### src/rtl/mdio_pkg.sv
// Shared definitions for the MDIO master: state encoding, frame codes,
// T_DATA field positions and per-state bit counts.
package mdio_pkg;

  localparam logic [2:0] S_IDLE     = 3'd0;
  localparam logic [2:0] S_PREAMBLE = 3'd1;
  localparam logic [2:0] S_HEADER   = 3'd2;
  localparam logic [2:0] S_TA       = 3'd3;
  localparam logic [2:0] S_DATA     = 3'd4;
  localparam logic [2:0] S_DONE     = 3'd5;

  localparam logic [1:0] ST_C22      = 2'b01;
  localparam logic [1:0] ST_C45      = 2'b00;
  localparam logic [1:0] OP_C45_ADDR = 2'b00;
  localparam logic [1:0] OP_WRITE    = 2'b01;
  localparam logic [1:0] OP_C22_READ = 2'b10;
  localparam logic [1:0] OP_C45_READ = 2'b11;

  localparam int ST_MSB     = 31;
  localparam int ST_LSB     = 30;
  localparam int READ_BIT   = 29;
  localparam int HEADER_LSB = 18;
  localparam int TA_MSB     = 17;
  localparam int TA_LSB     = 16;

  localparam int HEADER_BITS = 14;
  localparam int TA_BITS     = 2;
  localparam int DATA_BITS   = 16;

  // Bit-counter load value (bit-times minus one) for a state
  function automatic logic [5:0] state_bits(input logic [2:0] state, input int preamble_bits);
    case (state)
      S_PREAMBLE: state_bits = 6'(preamble_bits - 1);
      S_HEADER:   state_bits = 6'(HEADER_BITS - 1);
      S_TA:       state_bits = 6'(TA_BITS - 1);
      S_DATA:     state_bits = 6'(DATA_BITS - 1);
      default:    state_bits = 6'd0;
    endcase
  endfunction

  function automatic logic [2:0] state_after(input logic [2:0] state);
    case (state)
      S_PREAMBLE: state_after = S_HEADER;
      S_HEADER:   state_after = S_TA;
      S_TA:       state_after = S_DATA;
      S_DATA:     state_after = S_DONE;
      default:    state_after = S_IDLE;
    endcase
  endfunction

endpackage

### src/rtl/mdio_clk_gen.sv
// MDC generator: toggles MDC every MDC_DIV clocks while enabled and flags the
// edges one CLK ahead; held cleared with MDC low while disabled.
module mdio_clk_gen #(
  parameter int MDC_DIV = 2
) (
  input  logic CLK,
  input  logic RESET,
  input  logic enable,
  output logic mdc,
  output logic fall_tick,
  output logic rise_tick
);

  localparam int CW = (MDC_DIV > 1) ? $clog2(MDC_DIV) : 1;
  localparam logic [CW-1:0] LAST = CW'(MDC_DIV - 1);

  logic [CW-1:0] div_cnt;
  logic          tick;

  assign tick      = enable && (div_cnt == LAST);
  assign rise_tick = tick && !mdc;
  assign fall_tick = tick && mdc;

  always_ff @(posedge CLK or posedge RESET) begin
    if (RESET) begin
      div_cnt <= '0;
      mdc     <= 1'b0;
    end else if (!enable) begin
      div_cnt <= '0;
      mdc     <= 1'b0;
    end else if (tick) begin
      div_cnt <= '0;
      mdc     <= ~mdc;
    end else begin
      div_cnt <= div_cnt + 1'b1;
    end
  end

endmodule

### src/rtl/mdio_master_ctrl.sv
// MDIO management master (Clause 22, plus Clause 45 ST=00 framing when
// MDIO_C45_EN is defined). FSM, shift registers and START/BUSY handshake.
module mdio_master_ctrl
  import mdio_pkg::*;
#(
  parameter int MDC_DIV       = 2,
  parameter int PREAMBLE_BITS = 32
) (
  input  logic        CLK,
  input  logic        RESET,
  input  logic        MDIO_START,
  input  logic [31:0] T_DATA,
  input  logic        MDIO_IN,
  output logic [15:0] RD_DATA,
  output logic        DATA_RDY,
  output logic        BUSY,
  output logic        ERR,
  output logic        MDC,
  output logic        MDIO_OE,
  output logic        MDIO_OUT
);

  localparam logic [2:0] FIRST_STATE = (PREAMBLE_BITS > 0) ? S_PREAMBLE : S_HEADER;

  logic [2:0]  state;
  logic [5:0]  bit_cnt;
  logic [31:0] frame;
  logic [15:0] shift_reg;
  logic        started;
  logic        ta_bad;

  logic        clk_en;
  logic        fall_tick;
  logic        rise_tick;
  logic        launch;
  logic        st_ok;
  logic        is_read;
  logic [2:0]  launch_state;
  logic [5:0]  launch_cnt;
  logic        drv_oe;
  logic        drv_out;
  logic [13:0] header_bits;
  logic [15:0] data_bits;

  assign is_read     = frame[READ_BIT];
  assign header_bits = frame[HEADER_LSB +: HEADER_BITS];
  assign data_bits   = frame[DATA_BITS-1:0];

`ifdef MDIO_C45_EN
  assign st_ok = (T_DATA[ST_MSB:ST_LSB] == ST_C22) || (T_DATA[ST_MSB:ST_LSB] == ST_C45);
`else
  assign st_ok = (T_DATA[ST_MSB:ST_LSB] == ST_C22);
`endif

  // The first bit is launched one CLK after acceptance, before MDC starts running
  assign clk_en = started && (state != S_IDLE) && (state != S_DONE);
  assign launch = fall_tick || (!started && (state != S_IDLE));

  mdio_clk_gen #(.MDC_DIV(MDC_DIV)) u_clk_gen (
    .CLK       (CLK),
    .RESET     (RESET),
    .enable    (clk_en),
    .mdc       (MDC),
    .fall_tick (fall_tick),
    .rise_tick (rise_tick)
  );

  // Which state and bit index the next launched bit belongs to
  always_comb begin
    launch_state = state;
    launch_cnt   = bit_cnt;
    if (fall_tick) begin
      if (bit_cnt == '0) begin
        launch_state = state_after(state);
        launch_cnt   = state_bits(launch_state, PREAMBLE_BITS);
      end else begin
        launch_cnt = bit_cnt - 1'b1;
      end
    end
  end

  always_comb begin
    drv_oe  = 1'b1;
    drv_out = 1'b0;
    case (launch_state)
      S_PREAMBLE: drv_out = 1'b1;
      S_HEADER:   drv_out = header_bits[launch_cnt[3:0]];
      S_TA: begin
        if (is_read) drv_oe  = 1'b0;
        else         drv_out = launch_cnt[0] ? frame[TA_MSB] : frame[TA_LSB];
      end
      S_DATA: begin
        if (is_read) drv_oe  = 1'b0;
        else         drv_out = data_bits[launch_cnt[3:0]];
      end
      default:    drv_oe = 1'b0;
    endcase
  end

  always_ff @(posedge CLK or posedge RESET) begin
    if (RESET) begin
      state     <= S_IDLE;
      bit_cnt   <= '0;
      frame     <= '0;
      shift_reg <= '0;
      started   <= 1'b0;
      ta_bad    <= 1'b0;
      RD_DATA   <= '0;
      DATA_RDY  <= 1'b0;
      BUSY      <= 1'b0;
      ERR       <= 1'b0;
      MDIO_OE   <= 1'b0;
      MDIO_OUT  <= 1'b0;
    end else begin
      DATA_RDY <= 1'b0;
      ERR      <= 1'b0;
      case (state)
        S_IDLE: begin
          started <= 1'b0;
          if (MDIO_START) begin
            if (st_ok) begin
              frame   <= T_DATA;
              state   <= FIRST_STATE;
              bit_cnt <= state_bits(FIRST_STATE, PREAMBLE_BITS);
              BUSY    <= 1'b1;
              ta_bad  <= 1'b0;
            end else begin
              ERR <= 1'b1;
            end
          end
        end
        S_DONE: begin
          state    <= S_IDLE;
          started  <= 1'b0;
          BUSY     <= 1'b0;
          DATA_RDY <= 1'b1;
          if (is_read) begin
            RD_DATA <= shift_reg;
            ERR     <= ta_bad;
          end
        end
        default: begin
          if (launch) begin
            started  <= 1'b1;
            state    <= launch_state;
            bit_cnt  <= launch_cnt;
            MDIO_OE  <= drv_oe;
            MDIO_OUT <= drv_out;
          end
          if (rise_tick && is_read) begin
            if ((state == S_TA) && (bit_cnt == '0)) ta_bad <= MDIO_IN;
            if (state == S_DATA) shift_reg <= {shift_reg[14:0], MDIO_IN};
          end
        end
      endcase
    end
  end

endmodule

### config.mk
export PLATFORM = sky130hd
export DESIGN_NAME = mdio_master_ctrl
export DESIGN_NICKNAME = d
export VERILOG_FILES = /design/src/rtl/mdio_pkg.sv /design/src/rtl/mdio_clk_gen.sv /design/src/rtl/mdio_master_ctrl.sv
export SDC_FILE = /design/constraint.sdc
export NUM_CORES = 1
export LEC_CHECK = 0
export ABC_AREA = 1
export CORE_ASPECT_RATIO = 0.6
export CORE_MARGIN = 2
export CORE_UTILIZATION = 25
export CTS_CLUSTER_DIAMETER = 50
export CTS_CLUSTER_SIZE = 20
export DETAILED_ROUTE_END_ITERATION = 7
export RECOVER_POWER = 100
export SYNTH_ARGS = -nofsm -noshare
export SYNTH_HDL_FRONTEND = slang
export SYNTH_HIERARCHICAL = 1
export SYNTH_SLANG_ARGS = --single-unit
### constraint.sdc
create_clock -name CLK -period 3.6 [get_ports CLK]
set_clock_uncertainty 0.05 [all_clocks]
set_input_delay 0.54 -clock CLK [delete_from_list [all_inputs] [get_ports CLK]]
set_output_delay 0.54 -clock CLK [all_outputs]
set_load 0.02 [all_outputs]
==> run_results.csv <==
group,metric,value,unit
floorplanning,boundaryPins,58,
placed_design,dp_worst_setup_slack,0.6217,ns
clocking,cts_tree,"yes",
clocking,cts_sinks,82,
critical_path,startpoint,"state[0]",
clocking,clkTransAtPathRegs,0.06,ns
logic_synthesis,ys_seq_area_share,52.99,%
sta,setup_violations,0,
logic_synthesis,synth_edf_count,0,
global_routing,grt_usage,13.25,%
sta,setup_slack,0.5627,ns
detailed_routing,totalWireLength,10080,µm
sta,fmax,0.3292,GHz
final_layout,diodes,0,
detailed_routing,met1_length,5674,µm
floorplanning,start_util,25.41,%
clocking,cts_buffers,9,
logic_synthesis,ys_top_cells_by_area,"dfrtp_1 53%, nand2_1 17%, nand3_1 5.7%, inv_1 5.5%, o21ai_0 5.3%",
pwr,p_leak,0.002371,µW
logic_synthesis,yosys_warnings,6,
placed_design,dp_hpwl,7520,µm
critical_path,r2r-start,"state[0]",
clocking,htree_levels,3,
detailed_routing,highest_layer,"met4",
final_layout,nFillCells,1651,
global_routing,overflow,0,
detailed_routing,wl_met3,448,µm
floorplanning,coreArea,15240,µm²
logic_synthesis,synth_seq_cells,82,
sta,fin_hold_ws,0.4108,ns
placed_design,dp.cells,737,
clocking,ctsHoldBuffers,0,
detailed_routing,dr.pass1.iters,4,
critical_path,critPathKind,"reg2reg",
detailed_routing,detail-route-antenna-nets,0,
critical_path,endpoint,"MDIO_OUT",
critical_path,r2r_end,"MDIO_OUT",
logic_synthesis,ys_types,33,
global_routing,grt_max_degree,51,
final_layout,stdcell_count,752,
floorplanning,core.rowCount,35,
logic_synthesis,synth_top_cell_by_area,"dfrtp_1",
floorplanning,die_h,100.4,µm
final_layout,syn_to_final_growth,28.17,%
final_layout,largest_register_ffs,32,
job,drv_cap,1,
sta,worst_pin_slew,1.525,ns
sta,period_share,84.37,%
sta,drv_slew,38,
floorplanning,die_w,164.7,µm
placed_design,portBuffers,57,
sta,hold_viol,0,
worst_hold_path,holdCritPathClass,"reg2reg",
sta,grt_setup_unrepaired,"false",
critical_path,reg2reg_slack,0.56,ns
logic_synthesis,netlist_area,3872,µm²
final_layout,final_util,32.57,%
pwr,power_density,599.0,nW/µm²
critical_path,arrival,3.22,ns
detailed_routing,viasPerCell,4.255,
clocking,cts_buffer_depth,2,
sta,tns,0,ns
logic_synthesis,avgSynthCellArea,7.968,µm²
logic_synthesis,async_flop_share,100.0,%
clocking,clkLatencyLatePin,0.34,ns
run_status,violations,"capacitance limit, slew limit",
run_status,outcome,"finished with violations",
logic_synthesis,synth_ff_type,"dfrtp_1",
clocking,cts_resized,0,
placed_design,place_congestion,0.8962,
detailed_routing,drt_iter0_markers,248,
logic_synthesis,synth_top_area_share,52.99,%
global_routing,grt_pass1_wl,17130,µm
critical_path,endpoint_kind,"flop",
critical_path,cp.required,3.78,ns
detailed_routing,met2_length,3909,µm
detailed_routing,drc,0,
critical_path,cp_max_fo,11,
final_layout,layout.nets,582,
detailed_routing,wl_per_cell,13.41,µm
critical_path,reg2regPathDepth,21,
clocking,post_cts_buffers,0,
final_layout,layout-drive-gt1-share,6.193,%
logic_synthesis,postSynthCellCount,486,
global_routing,antenna_found_initial,0,
detailed_routing,via_count,3200,
sta,period_minus_slack,3.037,ns
clocking,cts-root-buf,"clkbuf_16",
critical_path,startpoint_type,"flop",
sta,relSlewSlack,-1.664,%
pwr,peakVddDrop,249.8,µV
logic_synthesis,synth_fp_nets,523,
floorplanning,die-area,16530,µm²
global_routing,first_global_vias,3293,
## stage by stage
| stage | area, µm² | power (µW) |
|---|---|---|
| final | 4964 | 2973 |
| after global routing | 4964 | 3195 |
| after CTS | 5000 | 3027 |
| after detailed placement | 4681 | 2004 |
| after global placement | 4681 | 2001 |
| after floorplan | 3872 | 1734 |
## placed cells by master, fill, tap and decap left out, drive strengths merged
| cell type | instances |
|---|---|
| buf | 1 |
| dfrtp | 82 |
| inv | 60 |
| a22oi | 2 |
| xor2 | 2 |
| clkinvlp | 1 |
| o22ai | 4 |
| a21oi | 5 |
| nor3 | 4 |
| ha | 1 |
| mux2 | 1 |
| clkinv | 3 |
| clkdlybuf4s50 | 34 |
| nand3 | 48 |
| clkbuf | 15 |
| a31oi | 1 |
| o21ai | 42 |
| dlygate4sd3 | 23 |
| o31ai | 1 |
| nand2 | 181 |
| o211ai | 1 |
| nor2 | 29 |
| nand4 | 5 |
| bufinv | 2 |
| nand3b | 1 |
## area by class of cell
cell class | count | area (µm²) | share of cell area, %
clock buffers | 11 | 242.7 | 4.890
clock inverters | 4 | 76.32 | 1.538
inverters | 62 | 232.7 | 4.689
multi-input cells | 328 | 1511 | 30.45
flip-flops and latches | 82 | 2052 | 41.34
well taps | 203 | 254.0 | 5.117
repair buffers | 62 | 594.3 | 11.97
## layer usage
layer	GRT usage, %	vias up
met4	3.010	0
met3	3.430	6
met2	17.73	75
met1	20.89	1472
li1	-	1647
met5	0	-
## synthesized netlist by cell type, types with 3 or more instances
master	instances
o21ai_0	41
inv_2	3
nor2_1	25
nand3_1	44
nand4_1	5
clkbuf_1	8
o22ai_1	3
dfrtp_1	82
nand2_1	175
nor3_1	3
a21oi_1	5
inv_1	57
nand3_4	3
buf_2	4
nand2_2	5
## worst min path at each step
stage / endpoint / cells past startpoint / slack, ns / start
2_1_floorplan: u_clk_gen/div_cnt / 1 / 0.23 / RESET
3_3_place_gp: frame[30] / 2 / 0.40 / frame[30]
3_5_place_dp: frame[30] / 2 / 0.40 / frame[30]
4_1_cts: u_clk_gen/mdc / 2 / 0.36 / RESET
5_1_grt: frame[30] / 2 / 0.44 / frame[30]
6_report: frame[30] / 2 / 0.41 / frame[30]
## where the power goes
group | total [µW] | switching [µW] | internal (µW)
Sequential | 1280 | 141 | 1140
Clock | 1000 | 378 | 625
Combinational | 695 | 442 | 253
## kinds of logic after synthesis
family,Yosys count,synth area share (%)
buf+inv,76,7.787
simple gates,268,30.34
xor+xnor,2,0.4524
flops,82,52.99
fa+ha+maj,1,0.3231
mux,1,0.2908
compound gates,56,7.819
## worst max-delay path, cell delays in order, from the launching register on
cell	delay [ns]
dfrtp_1	0.45
nor2_1	0.14
inv_1	0.07
nor2_1	0.31
inv_2	0.12
nand2_1	0.08
nor2_1	0.08
nand2_1	0.08
nor2_1	0.04
buf_4	0.17
inv_1	0.21
nor2_4	0.10
nand2_1	0.09
inv_1	0.05
nor2_1	0.31
inv_1	0.13
nand3_1	0.10
nand3_1	0.08
nand4_1	0.10
nand3_1	0.08
nand2_1	0.06
nand2_1	0.04
Note: power is estimated with default switching activity, not from simulation.
